$ cat src/rtl/systolic_pkg.sv
// Shared types and constants for the systolic array output collector.
// Holds the element/row geometry, the row type carried through the FIFO,
// the beat FSM state type and the optional ReLU helper.
package systolic_pkg;

   localparam int WIDTH    = 16;               // element width, two's complement
   localparam int FRAC_BIT = 10;               // fractional bits of the Q format
   localparam int N        = 6;                // elements per row (even)
   localparam int BEATS    = N / 2;            // AXIS beats per row
   localparam int BEAT_W   = (BEATS > 1) ? $clog2(BEATS) : 1;
   localparam int AXIS_W   = 2 * WIDTH;        // two elements per beat

   // Element i of a row lives at bits [i*WIDTH +: WIDTH].
   typedef logic [N*WIDTH-1:0] row_t;

   typedef enum logic {
      IDLE = 1'b0,
      SEND = 1'b1
   } state_t;

   // Clamp negative elements to zero; the Q format is irrelevant for a sign test.
   function automatic logic [WIDTH-1:0] relu(input logic [WIDTH-1:0] elem);
      return elem[WIDTH-1] ? '0 : elem;
   endfunction

endpackage

$ cat src/rtl/systolic_collector_if.sv
// AXI4-Stream link carrying serialised result rows toward the DMA.
// master: collector side; slave: DMA or testbench side.
interface systolic_collector_if;
   import systolic_pkg::*;

   logic [AXIS_W-1:0] tdata;
   logic              tvalid;
   logic              tready;
   logic              tlast;

   modport master (output tdata, output tvalid, output tlast, input tready);
   modport slave  (input tdata, input tvalid, input tlast, output tready);

endinterface

$ cat src/rtl/systolic_row_fifo.sv
// Synchronous row FIFO between the array capture point and the output row register.
// Push and pop in the same cycle are allowed even when full; flush empties it in one edge.
module systolic_row_fifo
   import systolic_pkg::*;
#(
   parameter int DEPTH = 8
) (
   input  logic                   clk,
   input  logic                   rst_n,
   input  logic                   flush,
   input  logic                   push,
   input  row_t                   wdata,
   input  logic                   pop,
   output row_t                   rdata,
   output logic                   full,
   output logic                   empty,
   output logic [$clog2(DEPTH):0] count
);

   localparam int PTR_W = $clog2(DEPTH);

   row_t             mem [DEPTH];
   logic [PTR_W-1:0] wr_ptr;
   logic [PTR_W-1:0] rd_ptr;

   // Row storage write port.
   // NOTE: the storage array has no reset; pointers and count alone define what is valid.
   always_ff @(posedge clk) begin
      if (push) mem[wr_ptr] <= wdata;
   end

   // Pointer and occupancy tracking; flush discards all rows at once.
   // NOTE: state registers use non-blocking assignments so every flop samples pre-edge values.
   always_ff @(posedge clk or negedge rst_n) begin
      if (!rst_n) begin
         wr_ptr <= '0;
         rd_ptr <= '0;
         count  <= '0;
      end else if (flush) begin
         wr_ptr <= '0;
         rd_ptr <= '0;
         count  <= '0;
      end else begin
         if (push) wr_ptr <= wr_ptr + 1'b1;
         if (pop)  rd_ptr <= rd_ptr + 1'b1;
         case ({push, pop})
            2'b10:   count <= count + 1'b1;
            2'b01:   count <= count - 1'b1;
            default: count <= count;
         endcase
      end
   end

   assign rdata = mem[rd_ptr];
   assign full  = (count == (PTR_W+1)'(DEPTH));
   assign empty = (count == '0);

endmodule

$ cat src/rtl/systolic_collector.sv
// Output stage of the 6x6 systolic MAC array: captures result rows, buffers them in a
// row FIFO, and serialises each row as N/2 32-bit AXI4-Stream beats with tlast closing
// every frame of row_count rows.
// Optional macro RELU_EN: clamp negative elements to zero at capture.
module systolic_collector
   import systolic_pkg::*;
#(
   parameter int DEPTH = 8
) (
   input  logic                        clk,
   input  logic                        rst_n,
   input  logic                        en,
   input  logic                        clr,
   input  logic [WIDTH-1:0]            y0,
   input  logic [WIDTH-1:0]            y1,
   input  logic [WIDTH-1:0]            y2,
   input  logic [WIDTH-1:0]            y3,
   input  logic [WIDTH-1:0]            y4,
   input  logic [WIDTH-1:0]            y5,
   input  logic                        y_valid,
   input  logic [7:0]                  row_count,
   systolic_collector_if.master        m_axis,
   output logic                        overflow,
   output logic                        busy
);

   row_t                   row_in;
   row_t                   fifo_rdata;
   row_t                   orr;
   logic                   fifo_full;
   logic                   fifo_empty;
   logic [$clog2(DEPTH):0] fifo_count;
   logic                   push;
   logic                   drop;
   logic                   load;

   state_t                 state, state_next;
   logic [BEAT_W-1:0]      beat, beat_next;
   logic [7:0]             row_cnt, row_cnt_next;
   logic [7:0]             frame_len, frame_len_next;

   logic                   hs;
   logic                   last_beat;
   logic                   frame_end;

   // Assemble the incoming row, optionally clamping negatives before it is buffered.
   always_comb begin
      row_in = {y5, y4, y3, y2, y1, y0};
`ifdef RELU_EN
      for (int i = 0; i < N; i++) begin
         row_in[i*WIDTH +: WIDTH] = relu(row_in[i*WIDTH +: WIDTH]);
      end
`endif
   end

   // A row is accepted when there is room now or the head leaves in the same cycle.
   assign push = y_valid && en && !clr && (!fifo_full || load);
   assign drop = y_valid && en && !clr &&   fifo_full && !load;

   systolic_row_fifo #(.DEPTH(DEPTH)) u_fifo (
      .clk   (clk),
      .rst_n (rst_n),
      .flush (clr),
      .push  (push),
      .wdata (row_in),
      .pop   (load),
      .rdata (fifo_rdata),
      .full  (fifo_full),
      .empty (fifo_empty),
      .count (fifo_count)
   );

   assign m_axis.tvalid = (state == SEND);
   assign hs            = m_axis.tvalid && m_axis.tready;
   assign last_beat     = (beat == BEAT_W'(BEATS - 1));
   assign frame_end     = last_beat && (row_cnt == frame_len - 8'd1);
   assign m_axis.tlast  = m_axis.tvalid && frame_end;
   assign busy          = (fifo_count != '0) || (state == SEND);

   // Beat FSM next state: advance on handshake, reload the ORR without a bubble.
   // NOTE: every signal written here gets a default first, so no path can infer a latch.
   always_comb begin
      state_next     = state;
      beat_next      = beat;
      row_cnt_next   = row_cnt;
      frame_len_next = frame_len;
      load           = 1'b0;

      if (hs) begin
         if (last_beat) begin
            beat_next    = '0;
            row_cnt_next = frame_end ? 8'd0 : row_cnt + 8'd1;
         end else begin
            beat_next = beat + 1'b1;
         end
      end

      if ((state == IDLE) || (hs && last_beat)) begin
         if (!fifo_empty) begin
            load       = 1'b1;
            state_next = SEND;
            // Frame length is latched only when the first row of a frame loads.
            if (row_cnt_next == 8'd0) frame_len_next = (row_count == 8'd0) ? 8'd1 : row_count;
         end else begin
            state_next = IDLE;
         end
      end

      if (clr) begin
         state_next     = IDLE;
         beat_next      = '0;
         row_cnt_next   = '0;
         frame_len_next = frame_len;
         load           = 1'b0;
      end
   end

   // Beat FSM state register.
   always_ff @(posedge clk or negedge rst_n) begin
      if (!rst_n) state <= IDLE;
      else        state <= state_next;
   end

   // Beat, frame counters and output row register.
   always_ff @(posedge clk or negedge rst_n) begin
      if (!rst_n) begin
         beat      <= '0;
         row_cnt   <= '0;
         frame_len <= '0;
         orr       <= '0;
      end else begin
         beat      <= beat_next;
         row_cnt   <= row_cnt_next;
         frame_len <= frame_len_next;
         if (clr)       orr <= '0;
         else if (load) orr <= fifo_rdata;
      end
   end

   // Sticky overflow: set by a dropped row, cleared only by clr or reset.
   always_ff @(posedge clk or negedge rst_n) begin
      if (!rst_n)    overflow <= 1'b0;
      else if (clr)  overflow <= 1'b0;
      else if (drop) overflow <= 1'b1;
   end

   // Select the current beat's element pair from the output row register.
   always_comb begin
      m_axis.tdata = '0;
      for (int k = 0; k < BEATS; k++) begin
         if (beat == BEAT_W'(k)) m_axis.tdata = orr[k*AXIS_W +: AXIS_W];
      end
   end

endmodule

$ cat src/flat_wrapper.sv
// flat-port wrapper written by rule: the top's interface ports become plain ports
module systolic_collector_flat import systolic_pkg::*;
#(
   parameter int DEPTH = 8
)
  (clk, rst_n, en, clr, y0, y1, y2, y3, y4, y5, y_valid, row_count, overflow, busy, m_axis_tdata, m_axis_tvalid, m_axis_tlast, m_axis_tready);
  systolic_collector_if m_axis_i ();
  input  logic clk;
  input  logic rst_n;
  input  logic en;
  input  logic clr;
  input  logic [WIDTH-1:0] y0;
  input  logic [WIDTH-1:0] y1;
  input  logic [WIDTH-1:0] y2;
  input  logic [WIDTH-1:0] y3;
  input  logic [WIDTH-1:0] y4;
  input  logic [WIDTH-1:0] y5;
  input  logic y_valid;
  input  logic [7:0] row_count;
  output logic overflow;
  output logic busy;
  output wire logic [$bits(m_axis_i.tdata)-1:0] m_axis_tdata;
  output wire logic [$bits(m_axis_i.tvalid)-1:0] m_axis_tvalid;
  output wire logic [$bits(m_axis_i.tlast)-1:0] m_axis_tlast;
  input wire logic [$bits(m_axis_i.tready)-1:0] m_axis_tready;
  assign m_axis_tdata = m_axis_i.tdata;
  assign m_axis_tvalid = m_axis_i.tvalid;
  assign m_axis_tlast = m_axis_i.tlast;
  assign m_axis_i.tready = m_axis_tready;
  systolic_collector #(.DEPTH(DEPTH)) u_core (.clk(clk), .rst_n(rst_n), .en(en), .clr(clr), .y0(y0), .y1(y1), .y2(y2), .y3(y3), .y4(y4), .y5(y5), .y_valid(y_valid), .row_count(row_count), .m_axis(m_axis_i), .overflow(overflow), .busy(busy));
endmodule
$ cat config.mk
export PLATFORM = sky130hd
export DESIGN_NAME = systolic_collector_flat
export DESIGN_NICKNAME = d
export VERILOG_FILES = /design/src/rtl/systolic_pkg.sv /design/src/rtl/systolic_collector_if.sv /design/src/rtl/systolic_row_fifo.sv /design/src/rtl/systolic_collector.sv /design/src/flat_wrapper.sv
export SDC_FILE = /design/constraint.sdc
export NUM_CORES = 1
export LEC_CHECK = 0
export ABC_AREA = 1
export BUFFER_PORTS_ARGS = -buffer_cell sky130_fd_sc_hd__buf_2
export CAP_MARGIN = 40
export CORE_MARGIN = 2
export CORE_UTILIZATION = 45
export DETAILED_ROUTE_END_ITERATION = 12
export SLEW_MARGIN = 30
export SYNTH_ARGS = -nofsm -noshare
export SYNTH_HDL_FRONTEND = slang
export SYNTH_SLANG_ARGS = --single-unit
$ cat constraint.sdc
create_clock -name clk -period 13.3 [get_ports clk]
set_clock_uncertainty 0.15 [all_clocks]
set_input_delay 3.99 -clock clk [delete_from_list [all_inputs] [get_ports clk]]
set_output_delay 3.99 -clock clk [all_outputs]
set_load 0.05 [all_outputs]
# Yosys cells after proc, flatten, opt, wreduce, memory -nomap -nowiden

Memory sizes are Yosys's and may differ from the RTL's.
Cells that the tools add are included.

Bits in registers: 126
Memory bits (writable): 768
Output and inout bits: 36
Logic and storage cells: 81
Memories kept: 1

Memories:

| name              | words | bits a word | read ports | clocked after memory_dff | wr ports | RTL line                | RTL |
|---|---|---|---|---|---|---|---|
| u_core.u_fifo.mem | 8     | 96          | 1          | 0                        | 1        | systolic_row_fifo.sv:22 | `row_t mem [DEPTH];` |

Add/sub/neg operators: 7
Equal/unequal tests: 6
Mux-type cells: 28
Bitwise logic cells: 3
Reductions and logical operators: 27

Operators by type and width:

| operator                                                              | number |
|---|---|
| 96-bit 2-to-1 mux                                                     | 2 |
| 32-bit 2-to-1 mux                                                     | 3 |
| 8-bit 2-to-1 mux                                                      | 5 |
| 8-bit logical NOT                                                     | 2 |
| 3-bit 2-to-1 mux                                                      | 4 |
| 2-bit nonzero test                                                    | 5 |
| 1-bit logical AND                                                     | 9 |
| 1-bit 2-to-1 mux                                                      | 9 |
| 8-bit by 1-bit adder with 8-bit output, second input constant         | 1 |
| 8-bit equality test                                                   | 1 |
| 4-bit case mux with 2 select lines                                    | 1 |
| 8-bit by 1-bit subtractor with 8-bit output, second input constant    | 1 |
| 3-bit by 1-bit adder with 3-bit output, second input constant         | 2 |
| 2-bit 2-to-1 mux                                                      | 3 |
| 4-bit by 1-bit adder with 4-bit output, second input constant         | 1 |
| 2-bit by 1-bit equality test with 1-bit output, second input constant | 2 |
| 2-bit equality test, second input constant                            | 2 |
| 4-bit equality test, second input constant                            | 1 |
| 4-bit logical NOT                                                     | 1 |
| 4-bit 2-to-1 mux                                                      | 1 |
| 4-bit AND reduction                                                   | 1 |
| 4-bit nonzero test                                                    | 1 |
| 4-bit by 1-bit subtractor with 4-bit output, second input constant    | 1 |
| 1-bit logical NOT                                                     | 3 |
| other kinds (5)                                                       | 9 |

# Logic depth before layout (Yosys ltp)

Depth after elaboration: 10
Mapped depth: 16
Depth with buffers taken out: 16

# Modules after synthesis

From an unflattened synthesis, not the netlist that was laid out.

Cell total of the unflattened synthesis: 3,193
Area, all modules: 36,397.4 um^2

Modules (own cells, without submodules):

| module             | instances | cells each | area each (um^2) | seq. area each (um^2) |
|---|---|---|---|---|
| systolic_row_fifo  | 1         | 2,450      | 30,623.1         | 23,312.4 |
| systolic_collector | 1         | 743        | 5,774.3          | 2,902.8 |

# Worst setup path after synthesis

Ideal clock, no wire load.

Kind: input to register
Start: input port m_axis_tready
End: memory u_core.u_fifo.mem[0][0] (netlist bit), enable pin
Library setup time: 551 ps
Data arrival time: 8,967 ps
Required time: 12,599 ps
Path slack: 3,631 ps
Stages on the path: 10
Cells stage by stage: nand2_2 > nor2_4 > inv_2 > nand2_2 > o21ai_2 > nor2_2 > o21ai_0 > inv_1 > nand2_1 > nor2_1

Longest elaborated chain between the ends: 9

RTL lines:

| element                                | RTL line                  | RTL |
|---|---|---|
| start: declaration                     | flat_wrapper.sv:25        | `input wire logic [$bits(m_axis_i.tready)-1:0] m_axis_tready;` |
| 1-bit logical AND                      | systolic_collector.sv:74  | `assign hs = m_axis.tvalid && m_axis.tready;` |
| 1-bit logical AND                      | systolic_collector.sv:98  | `if ((state == IDLE) \|\| (hs && last_beat)) begin` |
| 1-bit logical OR                       | systolic_collector.sv:98  |  |
| 1-bit 2-to-1 mux                       | systolic_collector.sv:98  |  |
| 1-bit 2-to-1 mux                       | systolic_collector.sv:109 | `if (clr) begin` |
| 1-bit logical OR                       | systolic_collector.sv:57  | `assign push = y_valid && en && !clr && (!fifo_full \|\| load);` |
| 1-bit logical AND                      | systolic_collector.sv:57  |  |
| 1-bit 2-to-1 mux                       | systolic_row_fifo.sv:29   | `if (push) mem[wr_ptr] <= wdata;` |
| 1-bit 2-to-1 mux (implied by the code) | systolic_row_fifo.sv:29   |  |
| end: declaration                       | systolic_row_fifo.sv:22   |  |

Every way passes these cells.

# Worst setup path after layout

Start: input port m_axis_tready
End: memory u_core.u_fifo.mem[4][58] (netlist bit), enable pin

Same word-level chain as after synthesis.

==> flow_summary.toml <==
[yosys]
yosysWarnings = 0
synth_top_area_share_pct = 64.1
synth.area.mux_share_pct = 5.62
avgSynthCellArea_um2 = 13.5
synth_fp_nets = 2777
synth_top_family_by_area = "compound AO/OA/AOI/OAI gates"
syn-cell-area_um2 = 36000
ys_types = 39
synthTopCellsByArea = "edfxtp_1, dfrtp_1, mux2i_1"
synthTopCellsByCount = "edfxtp_1, o21ai_0, inv_1, a21oi_1, mux2i_1"
syn_inst = 2660
yosysTopAreaCell = "edfxtp_1"
synth_edf_count = 768
synthAdderAreaFrac_pct = 0.264
yosysMostFrequentCell = "edfxtp_1"
synthFlopType = "edfxtp_1"
yosys.area_share.xor_xnor_pct = 0.219
synth_compound_area_share_pct = 11.6
ys_seq_area_share_pct = 72.8
yosys.area_share.simple_pct = 4.57
asyncSetResetFlopFracSynth_pct = 14.1
yosys_register_bits = 894

[setup_path]
cp-end-kind = "register"
cp_max_fo = 43
cp_slowest_stage_delay_ns = 0.73
crit_family = "buffers and inverters"
critPathLaunchType = "input pin"
crit_chain = "buf_2 -> nand2_2 -> nor2_4 -> inv_2 -> nand2_2 -> o21ai_4 -> buf_4 -> nor2_4 -> o21ai_0 -> inv_1 -> nand2_1 -> nor2_4 -> buf_4 -> buf_4"
cp_num_buf_inv = 6
arrival_ns = 7.54
slowest_stage = "buf_4"
cp.required_ns = 13.41
path_class = "input pin to register"

[clocking]
cts_buffer_depth = 3
clock-root-buffer = "clkbuf_16"
cts_buffers = 93
cts_sinks = 894
postCtsSetupBuffers = 0
cts_resized = 0
cts_max_level = 3
clk_latency_ns = 0.65
holdBufCountCts = 0
cts_tree = "built"
clk_pin_slew_ns = 0.06

[worst_hold_path]
hold_class = "register to register"

[routing]
drc = 0
firstDrtPassIters = 5
dr.first_iter.drc_count = 1891
routed_wirelength_mm = 89.3
final_antenna_net_count = 0
wl_per_cell_um = 22.7
via_per_inst = 5.49
dr_total_vias = 21600

[place]
dp.cells = 3738
gp_congestion = 0.793
dp_hpwl_mm = 50.6
placed_cell_area_um2 = 38000
port_buffers = 145

[timing]
hold_violations = 0
maxSlewHeadroom_pct = 38.1
setup_tns_ns = 0
worst_slew_pin_slew_ns = 0.928
period_share_pct = 55.9
min_period_ns = 7.43
max_freq_ghz = 0.135
rsz0062_at_grt = "no"
setup_violations = 0
slew_violations = 0

[cells_and_area]
multi_input_area_um2 = 8110
fin_nets = 2904
instances_no_fill = 3926
register_area_um2 = 26200
num-fill-cells = 6538
finalInstanceArea_um2 = 41200
syn_to_final_growth_pct = 14.5
drive_gt1_share_pct = 13.5

[outcome]
status = "complete, no violations"

[floorplanning]
fp.dieH_um = 287
dieArea_um2 = 82300
start_util_pct = 45.5
num_rows = 103
core_um2 = 79100
ios = 146
fp.dieW_um = 287

[global_route]
grt_pass1_vias = 21600
grt_antenna_before_repair = 23
grt_overflow_total = 0
track_usage_pct = 21.8
grt_max_degree = 153
grt_pass1_wl_mm = 135

[power]
ir_worst_vdd_mv = 0.130
p_leak_uw = 0.0150
p_per_area_nw_per_um2 = 202

[flow_run]
drv_cap = 0
[cells in the final DEF, fill, tap and decap left out, drive strengths merged]
cell type / synthesis / layout
edfxtp: 768 / 768
o21ai: 345 / 345
inv: 291 / 294
a21oi: 203 / 203
buf: 48 / 194
mux2i: 192 / 192
nand2: 154 / 154
clkbuf: 114 / 130
o211ai: 126 / 126
dfrtp: 126 / 126
nand3: 120 / 120
nor2: 68 / 68
clkinv: 2 / 34
o221ai: 32 / 32
o22ai: 24 / 24
nand4: 11 / 11
bufinv: 0 / 10
mux2: 9 / 9
diode: 0 / 8
nor3: 6 / 6
ha: 6 / 6
xor2: 5 / 5
xnor2: 4 / 4
o31ai: 1 / 1
nor4: 1 / 1
a21o: 1 / 1
a32o: 1 / 1
o21a: 1 / 1
fa: 1 / 1
clkinvlp: 0 / 1
[power by group]
group          leakage (uW)  switching (uW)  internal [uW]
sequential          0.00859             160           3250
clock               0.00153            1060           1560
combinational       0.00488            1560            738
total                0.0150            2770           5550
[cell families after synthesis]
family / after synthesis
DFF: 894
AOI/OAI and AO/OA: 734
buffers and inverters: 455
and+or+nand+nor: 360
muxes: 201
xor gates and xnor gates: 9
adders and majority gates: 7
[layer usage]
metal	vias up	GRT usage, %	part of all wire [%]
li1	10000	-	-
met1	10700	29.9	43
met2	628	35.2	48
met3	144	4.33	6.5
met4	18	6.77	2.2
met5	-	0	0.13
[cell type report]
class | count | area share, %
flip-flops and latches | 894 | 63.6
multi-input cells | 1311 | 19.7
clock buffers | 130 | 6.31
repair buffers | 194 | 3.26
well taps | 1050 | 3.19
inverters | 293 | 2.69
clock inverters | 46 | 1.23
diodes | 8 | 0.0486
[state kept, by name, indices dropped and copies added (netlist names)]
register              flops
u_core.u_fifo.mem       768
u_core.u_fifo.rd_ptr      3
u_core.overflow           1
u_core.u_fifo.count       4
u_core.beat               2
u_core.frame_len          8
u_core.m_axis.tvalid      1
u_core.u_fifo.wr_ptr      3
u_core.orr               96
u_core.row_cnt            8
[path summary, 6_finish.rpt]
path                                 start                        to  slack [ns]  cells past startpoint
setup / recovery             m_axis_tready  u_core.u_fifo.mem[4][58]        5.87                     14
hold / removal             u_core.overflow           u_core.overflow        0.35                      1
setup reg to reg            u_core.beat[1]  u_core.u_fifo.mem[4][58]        8.38                     13
hold reg to reg            u_core.overflow           u_core.overflow        0.35                      1
max in group asynchronous            rst_n            u_core.orr[81]        8.44                      3
min in group asynchronous            rst_n       u_core.frame_len[6]        3.20                      1
[metrics by stage]
stage / setup slack, ns / util [%] / hold slack [ns] / power, uW
floorplan: 3.63 / - / 0.312 / 5040
global placement: 5.21 / 47.7 / 0.334 / 5680
detailed placement: 5.14 / 48.0 / 0.342 / 5750
CTS: 5.82 / 52.0 / 0.354 / 8380
global route: 5.58 / 52.1 / 0.387 / 8750
finish: 5.87 / 52.1 / 0.346 / 8320
(Power assumes the default switching activity.)
